`src/rtl/koa_seq_pkg.sv`:
```
// Shared types and width helpers for the sequential Karatsuba significand multiplier.
package koa_seq_pkg;

    typedef enum logic [2:0] {
        IDLE    = 3'd0,
        MUL_L   = 3'd1,
        MUL_R   = 3'd2,
        MUL_M   = 3'd3,
        COMBINE = 3'd4,
        DONE    = 3'd5
    } koa_state_e;

    // Widths for the default 24-bit significand
    localparam int unsigned KOA_SW = 24;
    localparam int unsigned L      = KOA_SW - KOA_SW / 2;
    localparam int unsigned M      = L + 1;
    localparam int unsigned PW     = 2 * M;

    localparam int unsigned LAT_SEQ  = 5;
    localparam int unsigned LAT_PIPE = 8;

    // Low-half width for an arbitrary operand width (low half takes the extra bit when odd)
    function automatic int unsigned koa_low_w(input int unsigned sw);
        return sw - sw / 2;
    endfunction

endpackage

```
`src/rtl/koa_seq_mult_ctrl_if.sv`:
```
// Start/done handshake and operand/result bus between the FPU control FSM and the multiplier.
interface koa_seq_mult_ctrl_if #(
    parameter int unsigned SW = 24
);
    logic              start_i;
    logic [SW-1:0]     Data_A_i;
    logic [SW-1:0]     Data_B_i;
    logic              ready_o;
    logic              done_o;
    logic [2*SW-1:0]   sgf_result_o;

    modport master (
        output start_i, Data_A_i, Data_B_i,
        input  ready_o, done_o, sgf_result_o
    );

    modport slave (
        input  start_i, Data_A_i, Data_B_i,
        output ready_o, done_o, sgf_result_o
    );
endinterface

```
`src/rtl/koa_shared_mult.sv`:
```
// Combinational unsigned W x W -> 2W multiplier shared by all Karatsuba sub-products.
module koa_shared_mult #(
    parameter int unsigned W = 13
) (
    input  logic [W-1:0]   a,
    input  logic [W-1:0]   b,
    output logic [2*W-1:0] p
);
    assign p = (2*W)'(a) * (2*W)'(b);
endmodule

```
`src/rtl/koa_seq_mult_ctrl.sv`:
```
// Sequential single-level Karatsuba significand multiplier on one shared multiplier.
// Define KOA_SEQ_PIPE_MUL_EN to register the multiplier output (two cycles per sub-product).
module koa_seq_mult_ctrl
    import koa_seq_pkg::*;
#(
    parameter int unsigned SW = 24
) (
    input  logic                 clk,
    input  logic                 rst,
    koa_seq_mult_ctrl_if.slave   bus
);
    localparam int unsigned LO_W   = koa_low_w(SW);
    localparam int unsigned MUL_W  = LO_W + 1;
    localparam int unsigned PROD_W = 2 * MUL_W;
    localparam int unsigned RES_W  = 2 * SW;

    koa_state_e state_q, state_nx;

    logic [SW-1:0]     a_q, b_q;
    logic [MUL_W-1:0]  sa_q, sb_q;
    logic [PROD_W-1:0] ql_q, qr_q, qm_q;
    logic [RES_W-1:0]  res_q;
    logic              ready_q, done_q;

    logic [MUL_W-1:0]  sa_c, sb_c;
    logic [MUL_W-1:0]  mul_a, mul_b;
    logic [PROD_W-1:0] prod, prod_cap;
    logic [PROD_W-1:0] mid_c;
    logic [RES_W-1:0]  res_c;
    logic              step_c, load_c, cap_l_c, cap_r_c, cap_m_c, res_en_c;

    assign sa_c = MUL_W'(bus.Data_A_i[SW-1:LO_W]) + MUL_W'(bus.Data_A_i[LO_W-1:0]);
    assign sb_c = MUL_W'(bus.Data_B_i[SW-1:LO_W]) + MUL_W'(bus.Data_B_i[LO_W-1:0]);

    koa_shared_mult #(.W(MUL_W)) u_mult (
        .a (mul_a),
        .b (mul_b),
        .p (prod)
    );

`ifdef KOA_SEQ_PIPE_MUL_EN
    // Phase 0 registers the product, phase 1 captures it into the sub-product register
    logic [PROD_W-1:0] prod_q;
    logic              phase_q;

    always_ff @(posedge clk or posedge rst) begin
        if (rst) begin
            prod_q  <= '0;
            phase_q <= 1'b0;
        end else begin
            prod_q  <= prod;
            phase_q <= (state_q == MUL_L || state_q == MUL_R || state_q == MUL_M) ? ~phase_q : 1'b0;
        end
    end

    assign prod_cap = prod_q;
    assign step_c   = phase_q;
`else
    assign prod_cap = prod;
    assign step_c   = 1'b1;
`endif

    always_ff @(posedge clk or posedge rst) begin
        if (rst) state_q <= IDLE;
        else     state_q <= state_nx;
    end

    // Next state, multiplier operand select and register enables, all decoded from state
    always_comb begin
        state_nx = state_q;
        mul_a    = '0;
        mul_b    = '0;
        load_c   = 1'b0;
        cap_l_c  = 1'b0;
        cap_r_c  = 1'b0;
        cap_m_c  = 1'b0;
        res_en_c = 1'b0;
        case (state_q)
            IDLE: begin
                if (bus.start_i) begin
                    load_c   = 1'b1;
                    state_nx = MUL_L;
                end
            end
            MUL_L: begin
                mul_a = MUL_W'(a_q[SW-1:LO_W]);
                mul_b = MUL_W'(b_q[SW-1:LO_W]);
                if (step_c) begin
                    cap_l_c  = 1'b1;
                    state_nx = MUL_R;
                end
            end
            MUL_R: begin
                mul_a = MUL_W'(a_q[LO_W-1:0]);
                mul_b = MUL_W'(b_q[LO_W-1:0]);
                if (step_c) begin
                    cap_r_c  = 1'b1;
                    state_nx = MUL_M;
                end
            end
            MUL_M: begin
                mul_a = sa_q;
                mul_b = sb_q;
                if (step_c) begin
                    cap_m_c  = 1'b1;
                    state_nx = COMBINE;
                end
            end
            COMBINE: begin
                res_en_c = 1'b1;
                state_nx = DONE;
            end
            DONE: begin
                if (bus.start_i) begin
                    load_c   = 1'b1;
                    state_nx = MUL_L;
                end else begin
                    state_nx = IDLE;
                end
            end
            default: state_nx = IDLE;
        endcase
    end

    // Cross terms are Ah*Bl + Al*Bh, so the subtraction never goes negative
    assign mid_c = qm_q - ql_q - qr_q;
    assign res_c = (RES_W'(ql_q) << (2 * LO_W)) + (RES_W'(mid_c) << LO_W) + RES_W'(qr_q);

    always_ff @(posedge clk or posedge rst) begin
        if (rst) begin
            a_q     <= '0;
            b_q     <= '0;
            sa_q    <= '0;
            sb_q    <= '0;
            ql_q    <= '0;
            qr_q    <= '0;
            qm_q    <= '0;
            res_q   <= '0;
            ready_q <= 1'b1;
            done_q  <= 1'b0;
        end else begin
            if (load_c) begin
                a_q  <= bus.Data_A_i;
                b_q  <= bus.Data_B_i;
                sa_q <= sa_c;
                sb_q <= sb_c;
            end
            if (cap_l_c)  ql_q  <= prod_cap;
            if (cap_r_c)  qr_q  <= prod_cap;
            if (cap_m_c)  qm_q  <= prod_cap;
            if (res_en_c) res_q <= res_c;
            ready_q <= (state_nx == IDLE) || (state_nx == DONE);
            done_q  <= (state_nx == DONE);
        end
    end

    assign bus.ready_o      = ready_q;
    assign bus.done_o       = done_q;
    assign bus.sgf_result_o = res_q;

endmodule

```
`src/flat_wrapper.sv`:
```
// flat-port wrapper written by rule: the top's interface ports become plain ports
module koa_seq_mult_ctrl_flat import koa_seq_pkg::*;
#(
    parameter int unsigned SW = 24
)
  (clk, rst, bus_start_i, bus_Data_A_i, bus_Data_B_i, bus_ready_o, bus_done_o, bus_sgf_result_o);
  koa_seq_mult_ctrl_if #(.SW(SW)) bus_i ();
  input  logic clk;
  input  logic rst;
  input wire logic [$bits(bus_i.start_i)-1:0] bus_start_i;
  input wire logic [$bits(bus_i.Data_A_i)-1:0] bus_Data_A_i;
  input wire logic [$bits(bus_i.Data_B_i)-1:0] bus_Data_B_i;
  output wire logic [$bits(bus_i.ready_o)-1:0] bus_ready_o;
  output wire logic [$bits(bus_i.done_o)-1:0] bus_done_o;
  output wire logic [$bits(bus_i.sgf_result_o)-1:0] bus_sgf_result_o;
  assign bus_i.start_i = bus_start_i;
  assign bus_i.Data_A_i = bus_Data_A_i;
  assign bus_i.Data_B_i = bus_Data_B_i;
  assign bus_ready_o = bus_i.ready_o;
  assign bus_done_o = bus_i.done_o;
  assign bus_sgf_result_o = bus_i.sgf_result_o;
  koa_seq_mult_ctrl #(.SW(SW)) u_core (.clk(clk), .rst(rst), .bus(bus_i));
endmodule
```
`config.mk`:
```
export PLATFORM = sky130hd
export DESIGN_NAME = koa_seq_mult_ctrl_flat
export DESIGN_NICKNAME = d
export VERILOG_FILES = /design/src/rtl/koa_seq_pkg.sv /design/src/rtl/koa_seq_mult_ctrl_if.sv /design/src/rtl/koa_shared_mult.sv /design/src/rtl/koa_seq_mult_ctrl.sv /design/src/flat_wrapper.sv
export SDC_FILE = /design/constraint.sdc
export NUM_CORES = 1
export LEC_CHECK = 0
export ABC_AREA = 1
export CAP_MARGIN = 10
export CORE_MARGIN = 4
export CORE_UTILIZATION = 60
export CTS_BUF_LIST = sky130_fd_sc_hd__clkbuf_4
export DETAILED_ROUTE_END_ITERATION = 6
export PLACE_DENSITY = 0.77
export SYNTH_ARGS = -nofsm -noshare
export SYNTH_HDL_FRONTEND = slang
export SYNTH_SLANG_ARGS = --single-unit
```
`constraint.sdc`:
```
create_clock -name clk -period 10.19 [get_ports clk]
set_clock_uncertainty 0.15 [all_clocks]
set_input_delay 3.057 -clock clk [delete_from_list [all_inputs] [get_ports clk]]
set_output_delay 3.057 -clock clk [all_outputs]
set_load 0.01 [all_outputs]
```
=== Word level (Yosys, flattened, before mapping) ===
Cells that the tools add are included.

* Bits in registers: 205
* Input bits: 51
* Output and inout bits: 50
* Logic and storage cells: 39

* Add/sub/neg operators: 6
* Multipliers: 1
* Eq/ne operators: 6
* Mux-type cells: 11
* Reduce and logical (&&, ||, !) cells: 4

{| class="wikitable"
|+ Operators with widths
! cell !! number
|-
| $pmux 13 s3 || 2
|-
| $sub 26x26->26 || 2
|-
| $add 48x26->48 || 1
|-
| $add 48x38->48 || 1
|-
| $add 12x12->13 || 2
|-
| $mul 13x13->26 || 1
|-
| $pmux 3 s6 || 1
|-
| $eq 3x3->1 const B || 3
|-
| $mux 1 || 7
|-
| $eq 3x2->1 const B || 2
|-
| $logic_not 3->1 || 2
|-
| $eq 3x1->1 const B || 1
|-
| $mux 3 || 1
|-
| $reduce_or 2->1 || 1
|-
| $logic_or 1x1->1 || 1
|}

=== Depth between registers and ports, before layout ===
* Depth in word-level cells: 4
* Depth in mapped cells: 30

=== Modules after synthesis ===
From an unflattened synthesis, not the netlist that was laid out.

* Cell total of the unflattened synthesis: 2698
* Area total of the unflattened synthesis: 19601.3 sq um

{| class="wikitable"
|+ Modules (own cells, without submodules)
! module !! instances !! cells an instance !! area an instance (sq um) !! sequential area each (sq um)
|-
| koa_seq_mult_ctrl || 1 || 1783 || 13345.3 || 5131.2
|-
| koa_shared_mult || 1 || 915 || 6256.0 || 0.0
|}

=== Worst setup path after synthesis ===
OpenSTA, ideal clock, no wires.

* Path kind: reg2reg
* From: register u_core.state_q[2]
* To: register u_core.ql_q[17]
* Library setup time: 0.130 ns
* Arrival: 5.327 ns
* Required time: 9.910 ns
* Slack: 4.582 ns
* Stages on the path, launching flop included: 23
* Path buffers: 2
* Period minus slack after synthesis: 5.608 ns
* Path through: dfrtp_1 nor3_2 buf_2 nand2_1 nand3_1 buf_2 nand2_1 fa_1 fa_1 inv_1 fa_1 fa_1 inv_1 fa_1 inv_1 ha_1 a21oi_1 o21ai_0 nand2_1 nand3_1 or2_2 nand3_1 o21ai_0

* Word-level cells in the longest chain between the ends: 3

{| class="wikitable"
|+ RTL lines
! item !! line !! text
|-
| start: declaration || koa_seq_mult_ctrl.sv:17 || <nowiki>koa_state_e state_q, state_nx;</nowiki>
|-
| start signal: assignment || koa_seq_mult_ctrl.sv:65 || <nowiki>else state_q <= state_nx;</nowiki>
|-
| $eq 3x2->1 or $eq 3x1->1 (tied branches) || koa_seq_mult_ctrl.sv:78 || <nowiki>case (state_q)</nowiki>
|-
| $pmux 13 s3 || koa_seq_mult_ctrl.sv:78 ||
|-
| $mul 13x13->26 || koa_shared_mult.sv:9 || <nowiki>assign p = (2*W)'(a) * (2*W)'(b);</nowiki>
|-
| end signal: assignment || koa_seq_mult_ctrl.sv:148 || <nowiki>if (cap_l_c) ql_q <= prod_cap;</nowiki>
|-
| end: declaration || koa_seq_mult_ctrl.sv:21 || <nowiki>logic [PROD_W-1:0] ql_q, qr_q, qm_q;</nowiki>
|}

Parallel ways exist; a longest one is shown, timed or not.
A chain may end at the register's enable or synchronous reset.

=== Worst setup path in the final report ===
* From: register u_core.state_q[2]
* To: register u_core.ql_q[21]

Same word-level chain as after synthesis.

==> flow_results.org <==
** Floorplan
- Die width :: 188 um
- The die is 188 um tall.
- I/O pin cnt :: 101
- Cell Rows :: 65
- Initial Utilization :: 61.3%
- The die covers 0.0353 mm2.
- Area of the core :: 0.0317 mm2

** Clock network
- Clock sink count :: 205
- CTS Buffer Depth :: 3
- Gates resized during post-CTS repair numbered 0.
- In this run, CTS created clock tree buffers numbering 54.
- Clock-pin slew was measured on the worst setup and hold paths at 0.06 ns.
- Number of hold buffers added after cts :: 0
- Clock tree from TritonCTS :: built
- The number of setup buffers added after CTS is 0.
- Root buffer cell :: sky130_fd_sc_hd__clkbuf_4
- Depth of the CTS H-tree :: 2
- The later pin in the worst-skew pair is clocked with a latency of 0.78 ns.

** Yosys
- Ranked by total cell area, the synthesized netlist is headed by sky130_fd_sc_hd__dfrtp_1 26%, sky130_fd_sc_hd__nand2_1 17%, sky130_fd_sc_hd__fa_1 16%.
- Synth area leader :: sky130_fd_sc_hd__dfrtp_1
- Yosys warnings :: 0
- After synthesis the netlist holds a flip-flop and latch count of 205.
- Sequential element share of the synthesized area :: 26.4%
- Post-synthesis cell type count :: 41
- Async S/R FF share, synth :: 100%
- After synthesis the cells add up to 0.0194 mm2.
- Mapped Avg Cell Area :: 7.38 um2
- After synthesis, the largest area contributor takes up 26.3% of total cell area.
- Most common flop cell mapped by yosys :: sky130_fd_sc_hd__dfrtp_1
- Syn nets :: 3007
- Number of synthesized flops with an enable pin :: 0
- Post-synthesis cell count :: 2633

** Critical path
- The largest single stage delay on the critical path is 0.64 ns.
- Crit Path Category :: flip-flop to flip-flop
- Walking the worst path, the cells encountered are inv_2 -> nand3_2 -> inv_2 -> nand2_1 -> nand3_1 -> nand2_1 -> fa_1 -> fa_1 -> inv_1 -> fa_1 -> fa_1 -> inv_1 -> fa_1 -> inv_1 -> ha_1 -> nand2_1 -> inv_1 -> nand2_1 -> nor3_1 -> nand4_1 -> nand3_1 -> nand2_1 -> nand3_1 -> o21ai_0.
- Of all nets on the critical path, the largest fanout is 39.
- Tracing the worst setup path back leads to its startpoint at u_core.state_q[2].
- STA puts the critical path data required time at 10.65 ns.
- In this run the critical register-to-register path is launched from u_core.state_q[2].
- Signal arrival time at the worst endpoint :: 7.37 ns
- Endpoint type of the worst setup path :: flip-flop
- Cell with the biggest individual delay on the critical path :: sky130_fd_sc_hd__inv_2
- The worst setup path is launched from a flip-flop.

** Finish
- Layout-stage area growth over the synthesis result :: 10.1%
- Fill cell total of the finished layout :: 2766
- Total number of nets in the final design :: 3098
- Share of layout cells above drive strength 1 :: 4.56%

** Drt
- Wires add up to 54200 um.
- Avg WL per Cell :: 17.1 um
- Via count of the routed design :: 17300
- In the routed layout, each cell is associated on average with a via count of 5.48.
- DRC violations left :: 0
- The pre-antenna-repair detailed-routing pass consisted of 6 iterations.
- Detail Route Antenna Nets :: 0
- Iteration-0 DRC count of the detailed router :: 977

** STA
- Worst-Margin Slew :: 1.26 ns
- Aggregate negative setup slack :: 0 ns
- The number of endpoints with negative hold slack in the final report was 0.
- Achievable clock frequency :: 0.145 GHz
- Clock period minus final worst setup slack :: 6.90 ns
- Unrepaired setup endpoints after global routing :: false
- In this run the tightest slew margin relative to its limit is 15.7%.
- Final count of negative-setup-slack endpoints :: 0
- Pins Over Slew Limit :: 0
- Ratio of final minimum period to clock period :: 67.7%

** Run
- Max cap viols :: 0

** Global route
- Antenna violations before repair :: 2
- The number of global-route vias before repair came to 18000.
- Entering global routing, the biggest net connects 135 pins.
- Leftover overflow at the end of global routing :: 0
- The first global-routing pass estimated 90100 um of wire.
- For this run, the total global-route usage over all layers was measured as 31.5%.

** Run status
- Result of the run :: complete, no violations

** Placed design
- Global placer's final weighted congestion :: 1.00
- HPWL Detailed :: 43500 um
- I/O Buffers :: 100

** Worst hold path
- In this run the worst hold path is classified as flip-flop to flip-flop.
- In this run the most critical hold path is launched from u_core.a_q[8].
[synth_stat cells (3+ instances only)]
cell / count
sky130_fd_sc_hd__o21a_1: 3
sky130_fd_sc_hd__clkbuf_1: 28
sky130_fd_sc_hd__dfrtp_1: 204
sky130_fd_sc_hd__nor4_1: 3
sky130_fd_sc_hd__o21ai_1: 3
sky130_fd_sc_hd__o221ai_2: 3
sky130_fd_sc_hd__o21ai_0: 156
sky130_fd_sc_hd__o211ai_1: 4
sky130_fd_sc_hd__a21oi_1: 96
sky130_fd_sc_hd__ha_1: 172
sky130_fd_sc_hd__o21bai_1: 7
sky130_fd_sc_hd__fa_1: 151
sky130_fd_sc_hd__nand2_1: 874
sky130_fd_sc_hd__xor2_1: 24
sky130_fd_sc_hd__a211oi_1: 4
sky130_fd_sc_hd__xnor2_1: 36
sky130_fd_sc_hd__a21boi_0: 3
sky130_fd_sc_hd__nor2_1: 110
sky130_fd_sc_hd__nand3b_1: 10
sky130_fd_sc_hd__buf_2: 45
sky130_fd_sc_hd__a21o_1: 5
sky130_fd_sc_hd__nor3_1: 23
sky130_fd_sc_hd__a31oi_1: 4
sky130_fd_sc_hd__or2_2: 9
sky130_fd_sc_hd__inv_2: 7
sky130_fd_sc_hd__nand3_1: 153
sky130_fd_sc_hd__inv_1: 464
sky130_fd_sc_hd__nand4_1: 14
[sequential cells by signal, summed over array words and instances (netlist names)]
name,cells
u_core.bus.sgf_result_o,48
u_core.ql_q,26
u_core.qm_q,26
u_core.qr_q,26
u_core.a_q,24
u_core.b_q,24
u_core.sa_q,13
u_core.sb_q,13
u_core.state_q,3
u_core.bus.done_o,1
u_core.bus.ready_o,1
[per-stage QoR]
step | util (%) | area, um2 | std cells | hold slack, ns | worst slack (ns)
floorplan | - | 19400 | 2633 | 0.292 | 1.39
global placement | 65.2 | 20700 | 3069 | 0.303 | 3.38
detailed placement | 65.2 | 20700 | 3069 | 0.309 | 3.35
CTS | 67.4 | 21400 | 3163 | 0.324 | 3.33
global route | 67.4 | 21400 | 3166 | 0.343 | 2.85
finish | 67.4 | 21400 | 3166 | 0.323 | 3.29
[routing by layer]
layer  up-vias  GRT usage, %  part of all wire [%]
met5         -             0                     0
met4         0          14.8                   5.0
met3       141          4.10                   4.9
met2       594          57.9                    52
met1      8237          36.5                    38
li1       8377             -                     -
[critical path: cells and delay by family, from the launching register on]
kind	cells	cell delay, ns
AO/OA/AOI/OAI	1	0.09
flip-flops	1	0.47
adder cells (fa/ha/maj)	6	3.02
buffers and inverters	6	1.01
AND/OR/NAND/NOR	11	2.01
[cells in the final DEF, fill, tap and decap left out, types with 10 or more instances in the layout]
cell,n
sky130_fd_sc_hd__a21oi_1,96
sky130_fd_sc_hd__nand4_1,14
sky130_fd_sc_hd__nand3b_1,10
sky130_fd_sc_hd__o21ai_0,156
sky130_fd_sc_hd__ha_1,172
sky130_fd_sc_hd__nor2_1,110
sky130_fd_sc_hd__nand3_1,153
sky130_fd_sc_hd__nor3_1,23
sky130_fd_sc_hd__xor2_1,24
sky130_fd_sc_hd__nand2_1,874
sky130_fd_sc_hd__fa_1,151
sky130_fd_sc_hd__clkdlybuf4s50_1,100
sky130_fd_sc_hd__dfrtp_1,204
sky130_fd_sc_hd__inv_1,463
sky130_fd_sc_hd__xnor2_1,36
sky130_fd_sc_hd__clkbuf_4,84
[final timing paths]
| kind | slack (ns) | cells after the start | endpoint |
|---|---|---|---|
| hold / removal | 0.32 | 2 | u_core.a_q[8] |
| max in group asynchronous | 5.70 | 3 | u_core.b_q[10] |
| hold reg to reg | 0.32 | 2 | u_core.a_q[8] |
| setup reg to reg | 3.29 | 24 | u_core.ql_q[21] |
| min in group asynchronous | 2.75 | 2 | u_core.sa_q[5] |
| setup / recovery | 3.29 | 24 | u_core.ql_q[21] |
[cells by family after synthesis]
| logic type | after synthesis | share of synthesized area, % |
|---|---|---|
| xor gates and xnor gates | 60 | 2.70 |
| AOI/OAI and AO/OA | 297 | 8.35 |
| buffers and inverters | 545 | 10.8 |
| DFF | 205 | 26.4 |
| adders and majority gates | 323 | 26.6 |
| and+or+nand+nor | 1203 | 25.1 |
[area by class of cell]
type / count / area (um2) / area share (%)
repair buffers: 109 / 1070 / 5.00
clock inverters: 10 / 71.3 / 0.333
well taps: 402 / 503 / 2.35
flip-flops and latches: 205 / 5130 / 24.0
inverters: 471 / 1780 / 8.30
multi-input cells: 1883 / 12200 / 57.1
clock buffers: 84 / 631 / 2.95
diodes: 2 / 5.00 / 0.0234
Power is not shown: default switching activity piles up to over one toggle a cycle in this logic, so the estimate is an artifact.
